File: src/rtl/debouncer_multi.sv
// Multi-channel debouncer: synchroniser, stability filter, edge pulses per channel.
// Optional long-press detect enabled by defining DEBOUNCER_MULTI_HOLD_EN.
module debouncer_multi #(
  parameter int WIDTH         = 4,
  parameter int SYNC_STAGES   = 2,
  parameter int STABLE_CYCLES = 16,
  parameter int HOLD_CYCLES   = 1000
) (
  input  logic             clk,
  input  logic             rst,
  input  logic             tick,
  input  logic [WIDTH-1:0] in,
  output logic [WIDTH-1:0] level,
  output logic [WIDTH-1:0] rise,
  output logic [WIDTH-1:0] fall,
  output logic [WIDTH-1:0] hold
);

  localparam int            CW     = $clog2(STABLE_CYCLES + 1);
  localparam logic [CW-1:0] C_LAST = CW'(STABLE_CYCLES - 1);

  if (WIDTH < 1 || SYNC_STAGES < 2 || STABLE_CYCLES < 1 || HOLD_CYCLES < 1) begin : g_bad_params
    $error("debouncer_multi: parameter out of range");
  end

  logic [WIDTH-1:0] sync_q [SYNC_STAGES];
  logic [WIDTH-1:0] s;
  logic [WIDTH-1:0] level_q, level_d;
  logic [WIDTH-1:0] rise_q, rise_d;
  logic [WIDTH-1:0] fall_q, fall_d;
  logic [WIDTH-1:0] update;
  logic [CW-1:0]    cnt_q [WIDTH];
  logic [CW-1:0]    cnt_d [WIDTH];

  // NOTE: sequential state uses <= so every flop samples pre-edge values.
  always_ff @(posedge clk or posedge rst) begin
    if (rst) begin
      for (int i = 0; i < SYNC_STAGES; i++) sync_q[i] <= '0;
    end else begin
      sync_q[0] <= in;
      for (int i = 1; i < SYNC_STAGES; i++) sync_q[i] <= sync_q[i-1];
    end
  end

  assign s = sync_q[SYNC_STAGES-1];

  // NOTE: every always_comb output gets a default first, so no latch is inferred.
  always_comb begin
    level_d = level_q;
    update  = '0;
    for (int i = 0; i < WIDTH; i++) begin
      cnt_d[i] = cnt_q[i];
      if (s[i] == level_q[i]) begin
        cnt_d[i] = '0;
      end else if (tick) begin
        if (cnt_q[i] == C_LAST) begin
          cnt_d[i]   = '0;
          level_d[i] = s[i];
          update[i]  = 1'b1;
        end else begin
          cnt_d[i] = cnt_q[i] + 1'b1;
        end
      end
    end
    rise_d = update & s;
    fall_d = update & ~s;
  end

  // NOTE: the counter array is a bank of flops, not a RAM, so it is reset like any register.
  always_ff @(posedge clk or posedge rst) begin
    if (rst) begin
      level_q <= '0;
      rise_q  <= '0;
      fall_q  <= '0;
      for (int i = 0; i < WIDTH; i++) cnt_q[i] <= '0;
    end else begin
      level_q <= level_d;
      rise_q  <= rise_d;
      fall_q  <= fall_d;
      for (int i = 0; i < WIDTH; i++) cnt_q[i] <= cnt_d[i];
    end
  end

  assign level = level_q;
  assign rise  = rise_q;
  assign fall  = fall_q;

`ifdef DEBOUNCER_MULTI_HOLD_EN
  localparam int            HW     = $clog2(HOLD_CYCLES + 1);
  localparam logic [HW-1:0] H_LAST = HW'(HOLD_CYCLES - 1);

  logic [HW-1:0]    hcnt_q [WIDTH];
  logic [HW-1:0]    hcnt_d [WIDTH];
  logic [WIDTH-1:0] fired_q, fired_d;
  logic [WIDTH-1:0] hold_q, hold_d;

  // The fired flag parks the counter so a press yields exactly one pulse.
  always_comb begin
    fired_d = fired_q;
    hold_d  = '0;
    for (int i = 0; i < WIDTH; i++) begin
      hcnt_d[i] = hcnt_q[i];
      if (!level_q[i] || update[i]) begin
        hcnt_d[i]  = '0;
        fired_d[i] = 1'b0;
      end else if (tick && !fired_q[i]) begin
        if (hcnt_q[i] == H_LAST) begin
          hold_d[i]  = 1'b1;
          fired_d[i] = 1'b1;
        end else begin
          hcnt_d[i] = hcnt_q[i] + 1'b1;
        end
      end
    end
  end

  always_ff @(posedge clk or posedge rst) begin
    if (rst) begin
      fired_q <= '0;
      hold_q  <= '0;
      for (int i = 0; i < WIDTH; i++) hcnt_q[i] <= '0;
    end else begin
      fired_q <= fired_d;
      hold_q  <= hold_d;
      for (int i = 0; i < WIDTH; i++) hcnt_q[i] <= hcnt_d[i];
    end
  end

  assign hold = hold_q;
`else
  assign hold = '0;
`endif

endmodule

File: config.mk
export PLATFORM = sky130hd
export DESIGN_NAME = debouncer_multi
export DESIGN_NICKNAME = d
export VERILOG_FILES = /design/src/rtl/debouncer_multi.sv
export SDC_FILE = /design/constraint.sdc
export NUM_CORES = 1
export LEC_CHECK = 0
export CAP_MARGIN = 20
export CORE_MARGIN = 2
export CORE_UTILIZATION = 48
export CTS_CLUSTER_DIAMETER = 150
export DETAILED_ROUTE_END_ITERATION = 8
export PLACE_DENSITY = 0.74
export RECOVER_POWER = 25
export SYNTH_ARGS = -nofsm -noshare
export SYNTH_HDL_FRONTEND = slang
export SYNTH_SLANG_ARGS = --single-unit
File: constraint.sdc
create_clock -name clk -period 1.2 [get_ports clk]
set_input_delay 0.24 -clock clk [delete_from_list [all_inputs] [get_ports clk]]
set_output_delay 0.24 -clock clk [all_outputs]
set_load 0.01 [all_outputs]
Word-level counts from Yosys, hierarchy flattened
Index checks and enable logic that the tools add are counted.
{"block": "word_totals", "in_bits": 7, "reg_bits": 40, "elab_cells": 63}
{"block": "classes", "bitwise": 7, "n_reduce_logical": 8, "add_sub_neg": 4, "n_mux": 24, "n_eq_ne": 8}
{"operator": "5-bit two-way mux", "n": 12}
{"operator": "5-bit by 1-bit adder with 5-bit output (second input constant)", "n": 4}
{"operator": "5-bit by 4-bit equality test with 1-bit output (second input constant)", "n": 4}
{"operator": "1-bit two-way mux", "n": 12}
{"operator": "3-bit AND reduction", "n": 4}
{"operator": "4-bit AND", "n": 2}
{"operator": "2-bit nonzero test", "n": 4}
{"operator": "1-bit equality test", "n": 4}
{"operator": "1-bit inverter", "n": 4}
{"operator": "4-bit inverter", "n": 1}

Logic depth before layout (Yosys ltp)
Gate-level depths: netlist (run 1).
{"block": "depth", "word_depth": 5, "ltp_mapped": 5, "mapped_depth_nobuf": 4}

Least setup slack after synthesis (run 1)
Ideal clock, no wire load.
{"block": "synth_path", "path_kind": "reg2reg", "startpoint": "register cnt_q[15] (netlist bit)", "endpoint": "register level_q[0] (netlist: level[0])", "slack_ns": -0.077, "t_arrival_ns": 1.152, "t_required_ns": 1.075, "path_stages_with_launch": 5, "cell_sequence": "dfrtp_1 > ha_1 > nand4_1 > nor2_1 > mux2_2"}
{"block": "synth_between", "elab_chain_cells": 2}
{"item": "from (decl)", "line_no": "32", "text": "logic [CW-1:0] cnt_q [WIDTH];"}
{"item": "5-bit by 4-bit equality test with 1-bit output", "line_no": "56", "text": "if (cnt_q[i] == C_LAST) begin"}
{"item": "3-bit AND reduction (no source line)"}
{"item": "to (signal assigned)", "line_no": "77", "text": "level_q <= level_d;"}
{"item": "to (decl)", "line_no": "28", "text": "logic [WIDTH-1:0] level_q, level_d;"}
No other way between the ends.
A chain may end at the register's enable or synchronous reset.

Worst setup path after layout (run 1)
{"block": "layout_path", "startpoint": "register cnt_q[10] (netlist bit)", "endpoint": "register level_q[1] (netlist: level[1])"}
Same word-level chain as after synthesis.

==> results.py, run 1 <==
metrics = {
    "finish": {
        "seqCellArea_mm2": 0.001001,
        "layout-drive-gt1-share_pct": 39.79,
        "final_nets": 202,
        "mostFrequentLayoutCell": "dfrtp_1",
        "multi_input_area_um2": 853.3,
        "final_cell_mix": "dfrtp_1, buf_4, nand2_1, nor2_1, buf_2",
        "stdcell_area_mm2": 0.002323,
        "antenna_cells": 0,
        "area_delta_synth_final_pct": 35.94,
        "num-fill-cells": 260,
    },
    "grt": {
        "grt_max_degree": 29,
        "grt_usage_pct": 18.63,
        "overflow": 0,
        "grt_pass1_vias": 1316,
        "antenna_found_initial": 0,
        "grt_pass1_wl_um": 5802,
    },
    "floorplanning": {
        "die_area_mm2": 0.004054,
        "ios": 23,
        "die_w_um": 63.67,
        "std_cell_rows": 21,
        "core_mm2": 0.003390,
        "initial_core_util_pct": 50.42,
        "dieHeight_um": 63.67,
    },
    "timing": {
        "post-route-period-util_pct": 108.7,
        "setup_ws_ns": -0.1044,
        "worstMarginPinSlew_ns": 0.6614,
        "tns_ns": -0.3257,
        "maxSlewHeadroom_pct": 55.90,
        "fmaxAchievable_mhz": 766.7,
        "rsz0062_at_grt": "true",
        "finClkSkew_ns": 0.009158,
        "hold_viol_final": 0,
        "slew_violations": 0,
        "period_needed_ns": 1.304,
        "setup_violations": 9,
    },
    "routing": {
        "first_pass_iters": 4,
        "drt_iter0_markers": 44,
        "drc": 0,
        "routedWlPerCell_um": 14.64,
        "routed_wl_um": 3470,
        "antenna_left": 0,
        "via_per_inst": 5.418,
        "vias": 1284,
    },
    "synth": {
        "ys_seq_elements": 40,
        "yosys.area_share.simple_pct": 21.01,
        "synth-compound-area-share_pct": 6.223,
        "synth.avg_cell_area_um2": 11.95,
        "synth_top_family_by_area": "simple AND/OR/NAND/NOR gates",
        "synth.area.mux_share_pct": 3.221,
        "yosysTopAreaCellShare_pct": 58.57,
        "synthCells": 143,
        "synth_cell_type_count": 28,
        "seq_area_frac_synth_pct": 58.57,
        "synth_largest_area_cell": "dfrtp_1",
        "synthAdderAreaFrac_pct": 2.928,
        "synth-warning-count": 0,
        "synth_xor_area_share_pct": 4.100,
        "synth.cell_area_mm2": 0.001709,
        "yosys-top-cells-area": "dfrtp_1, nor4b_1, ha_1",
    },
    "power": {
        "p_total_uw": 2377,
        "vdd_drop_max_v": 0.0007251,
        "p_leak_uw": 0.001063,
        "power_density_mw_per_mm2": 1023,
    },
    "clocking": {
        "cts_tree": "done",
        "cts.htree.levels": 2,
        "insertion_delay_ns": 0.35,
        "root_buffer": "clkbuf_4",
        "clockBufferDepth": 2,
        "cts_inserted_buffers": 5,
        "holdBufCountCts": 0,
        "clkTransAtPathRegs_ns": 0.11,
        "cts.sinks": 40,
    },
    "worst_setup_path": {
        "worstSetupStartpointType": "flip-flop",
        "slowest_stage": "dfrtp_1",
        "arrival_ns": 1.54,
        "critPathMaxFanout": 2,
        "ff2ff_setup_slack_ns": -0.10,
        "cp-end-kind": "flip-flop",
        "max_stage_delay_ns": 0.38,
        "required_ns": 1.44,
        "cp_top_family": "flip-flops",
        "crit_buf_inv": 0,
        "worstSetupPathType": "reg2reg",
        "crit_chain": "ha_2, nand4_1, nor2_2, mux2_4",
    },
    "place": {
        "gp_congestion": 0.7148,
        "dpl_cell_area_mm2": 0.002085,
        "place_hpwl_um": 2166,
        "port_buffers": 18,
    },
    "flow_run": {
        "maxCapViolations": 0,
    },
    "worst_hold_path": {
        "hp-class": "in2async",
    },
    "run_status": {
        "status": "finished, violations left",
        "violations": "negative setup slack",
    },
}
## cells in the mapped netlist, drive strengths merged
library cell / count
nor2: 13
nor2b: 1
nand4b: 3
dfrtp: 40
buf: 7
nand4: 4
nand2: 12
ha: 4
o21ai: 1
a41oi: 4
mux2i: 1
nor4b: 8
xor2: 3
a311oi: 3
nor3: 1
mux2: 4
nand3b: 4
inv: 2
nand2b: 7
nand3: 7
conb: 1
xnor2: 5
a21oi: 8
## flip-flops by register name, summed over array words and instances (netlist names)
name and cells:
cnt_q 20, fall 4, level 4, rise 4, s 4, sync_q 4
## per-stage QoR
stage / hold WS (ns) / setup slack (ns) / std cells / util (%)
floorplan: 0.2714 / -0.07683 / 146 / -
global placement: 0.3320 / -0.3486 / 224 / 61.50
detailed placement: 0.3355 / -0.4160 / 224 / 61.50
CTS: 0.2284 / -0.07095 / 235 / 64.89
global route: 0.3292 / -0.1433 / 237 / 68.55
finish: 0.3174 / -0.1044 / 237 / 68.55
## power breakdown
part	internal, uW	leakage (uW)	switching [uW]
logic	108	0.000491	108
clock network	332	0.0000374	414
registers	1380	0.000535	33.5
## routing by layer
layer,vias to the layer above,wire length [um],track usage (%)
met5,-,0,0
met4,0,142,9.783
met3,15,175,5.893
met2,42,1793,31.58
met1,629,1358,20.88
li1,598,-,-
## what timing repair did
| action | 4_1_cts | 5_1_grt |
|---|---|---|
| buffers inserted | 4 | 2 |
| pin swaps | 6 | 11 |
| setup endpoints to repair | 24 | 34 |
| resized for setup | 49 | 33 |
## worst reg2reg max path: cells and delay by family, from the launching register on
family                     cells  cell delay (ns)
muxes                          1             0.31
adders and majority gates      1             0.20
DFF                            1             0.38
and+or+nand+nor                2             0.31
## worst paths after layout
kind,to,from,cells after the start
setup / recovery,level[1]$_DFFE_PP0P_,cnt_q[10]$_DFFE_PP0P_,4
hold / removal,rise[0]$_DFF_PP0_,rst,3
setup reg to reg,level[1]$_DFFE_PP0P_,cnt_q[10]$_DFFE_PP0P_,4
hold reg to reg,s[3]$_DFF_PP0_,sync_q[7]$_DFF_PP0_,0
max in group asynchronous,fall[2]$_DFF_PP0_,rst,3
min in group clk,s[3]$_DFF_PP0_,sync_q[7]$_DFF_PP0_,0
## kinds of logic (layout without fill, tap and decap cells)
group                      Yosys count  count (layout)
and+or+nand+nor                     60              60
DFF                                 40              40
AOI/OAI and AO/OA                   16              16
buffers and inverters                9              54
xor gates and xnor gates             8               8
muxes                                5               5
adders and majority gates            4               4
other                                1               4
## cell type report
cell class	count	area share, %
inverters	2	0.3231
multi-input cells	97	36.73
clock buffers	7	2.800
flip-flops and latches	40	43.08
repair buffers	45	14.59
well taps	46	2.477
(Power assumes the default switching activity.)
==> inputs of run 2 (changes only) <==
REMOVE_ABC_BUFFERS = 1   (was default)
==> run 2 against run 1 <==
Effect of this change: the run still ends with negative setup slack left; design area grew 0.27%; first-iteration DRC count increased by 34%; worst setup slack improved by 0.0026 ns; largest power group unchanged; clock skew rose by 0.0076 ns; highest routed layer unchanged; combinational power rose by 3%; global-route usage increased by 0.43 points; power decreased by 4.6%; critical path depth rose by 1; hold slack improved by 0.043 ns; largest cell class unchanged; sequential cell count stayed put; via count increased by 2.0%.
==> results.py, run 2 (synthesized netlist as in run 1, its figures left out) <==
metrics = {
    "run_status": {
        "status": "finished, violations left",
        "violations": "negative setup slack",
    },
    "clocking": {
        "clockBufferDepth": 2,
        "cts.sinks": 40,
        "cts_tree": "done",
        "clkTransAtPathRegs_ns": 0.12,
        "root_buffer": "clkbuf_4",
        "cts_inserted_buffers": 5,
        "cts.htree.levels": 2,
        "insertion_delay_ns": 0.36,
    },
    "grt": {
        "grt_max_degree": 41,
        "grt_pass1_vias": 1292,
        "grt_usage_pct": 19.06,
        "antenna_found_initial": 0,
        "grt_pass1_wl_um": 5906,
        "overflow": 0,
    },
    "floorplanning": {
        "dieHeight_um": 63.67,
        "initial_core_util_pct": 50.42,
        "die_area_mm2": 0.004054,
        "ios": 23,
        "die_w_um": 63.67,
        "core_mm2": 0.003390,
        "std_cell_rows": 21,
    },
    "timing": {
        "slew_violations": 0,
        "worst_hold_slack_ns": 0.3604,
        "rsz0062_at_grt": "true",
        "maxSlewHeadroom_pct": 63.81,
        "fmaxAchievable_mhz": 768.2,
        "period_needed_ns": 1.302,
        "worstMarginPinSlew_ns": 0.5428,
        "post-route-period-util_pct": 108.5,
        "setup_violations": 10,
        "hold_viol_final": 0,
        "finClkSkew_ns": 0.01676,
        "setup_ws_ns": -0.1017,
        "tns_ns": -0.5324,
    },
    "power": {
        "swShare_pct": 24.76,
        "p_switching_uw": 561.5,
        "power_density_mw_per_mm2": 973.4,
        "pwr-share-seq_pct": 62.3,
        "vdd_drop_max_v": 0.0007166,
        "combPwrFrac_pct": 9.8,
        "clockPowerShare_pct": 27.9,
        "internal_power_uw": 1706,
        "p_leak_uw": 0.001065,
    },
    "place": {
        "pre_cts_ws_ns": -0.4020,
        "gp_congestion": 0.8304,
        "place_hpwl_um": 2215,
        "port_buffers": 18,
    },
    "finish": {
        "top_register": "cnt_q",
        "layout-drive-gt1-share_pct": 37.63,
        "finish.utilization_pct": 68.73,
        "seqCellArea_mm2": 0.001002,
        "num-fill-cells": 231,
        "antenna_cells": 0,
        "largest_reg_flops": 20,
        "final_cell_mix": "dfrtp_1, buf_4, nand2_1, nor2_1, buf_2",
        "final_nets": 205,
        "multi_input_area_um2": 848.3,
        "area_delta_synth_final_pct": 36.31,
        "mostFrequentLayoutCell": "dfrtp_1",
    },
    "worst_setup_path": {
        "slowest_stage": "dfrtp_1",
        "ff2ff_setup_slack_ns": -0.10,
        "cp-end-kind": "flip-flop",
        "critPathMaxFanout": 3,
        "worstSetupStartpointType": "flip-flop",
        "arrival_ns": 1.57,
        "crit_chain": "ha_2, nand4_1, buf_4, buf_6, nor4b_4",
        "cp_top_family": "flip-flops",
        "required_ns": 1.46,
        "max_stage_delay_ns": 0.38,
        "crit_cells": 5,
        "worstSetupPathType": "reg2reg",
        "crit_buf_inv": 2,
        "reg2reg_depth": 5,
    },
    "routing": {
        "routedWlPerCell_um": 15.73,
        "via_per_inst": 5.458,
        "drt_iter0_markers": 59,
        "antenna_left": 0,
        "vias": 1310,
        "routed_wl_um": 3775,
        "drc": 0,
        "first_pass_iters": 4,
    },
    "flow_run": {
        "maxCapViolations": 0,
    },
    "worst_hold_path": {
        "whs_path_depth": 0,
        "hp-class": "reg2reg",
    },
}
run 2: power by group through the flow:
stage	clock network (uW)	logic [uW]	registers, uW
detailed placement	0	195	1430
global route	718	249	1420
CTS	656	203	1410
floorplan	0	83.5	1430
finish	632	223	1410
global placement	0	186	1430
run 2: metrics by stage:
| stage | std cells | cell area (um2) | total power [uW] |
|---|---|---|---|
| 6_report | 240 | 2330 | 2268 |
| 5_1_grt | 240 | 2330 | 2385 |
| 4_1_cts | 235 | 2173 | 2265 |
| 3_5_place_dp | 225 | 2079 | 1625 |
| 3_3_place_gp | 225 | 2079 | 1613 |
| 2_1_floorplan | 139 | 1664 | 1515 |
run 2: cell type report:
cell class	instances	share of cell area (%)
tap	46	2.470
timing repair buffer	48	15.79
clock inverter	1	0.2148
clock buffer	6	1.772
multi-input combinational	97	36.41
sequential	40	43.02
inverter	2	0.3222
run 2: final timing paths:
kind	start	endpoint
setup / recovery	cnt_q[1]$_DFFE_PP0P_	fall[3]$_DFF_PP0_
hold / removal	sync_q[7]$_DFF_PP0_	s[3]$_DFF_PP0_
setup reg to reg	cnt_q[1]$_DFFE_PP0P_	fall[3]$_DFF_PP0_
hold reg to reg	sync_q[7]$_DFF_PP0_	s[3]$_DFF_PP0_
max in group asynchronous	rst	cnt_q[9]$_DFFE_PP0P_
min in group asynchronous	rst	cnt_q[7]$_DFFE_PP0P_
run 2: routing by layer:
layer / wire (um) / global-route usage [%] / vias up
met3: 137 / 3.571 / 9
met1: 1499 / 22.67 / 663
met2: 2038 / 32.50 / 36
met4: 99 / 10.33 / 0
li1: - / - / 602
met5: 0 / 0 / -
run 2: repair_timing:
item / CTS / global route
hold buffers: 0 / 0
pin swaps: 9 / 11
setup buffers: 3 / 5
resized for setup: 58 / 27
setup endpoints to repair: 26 / 24
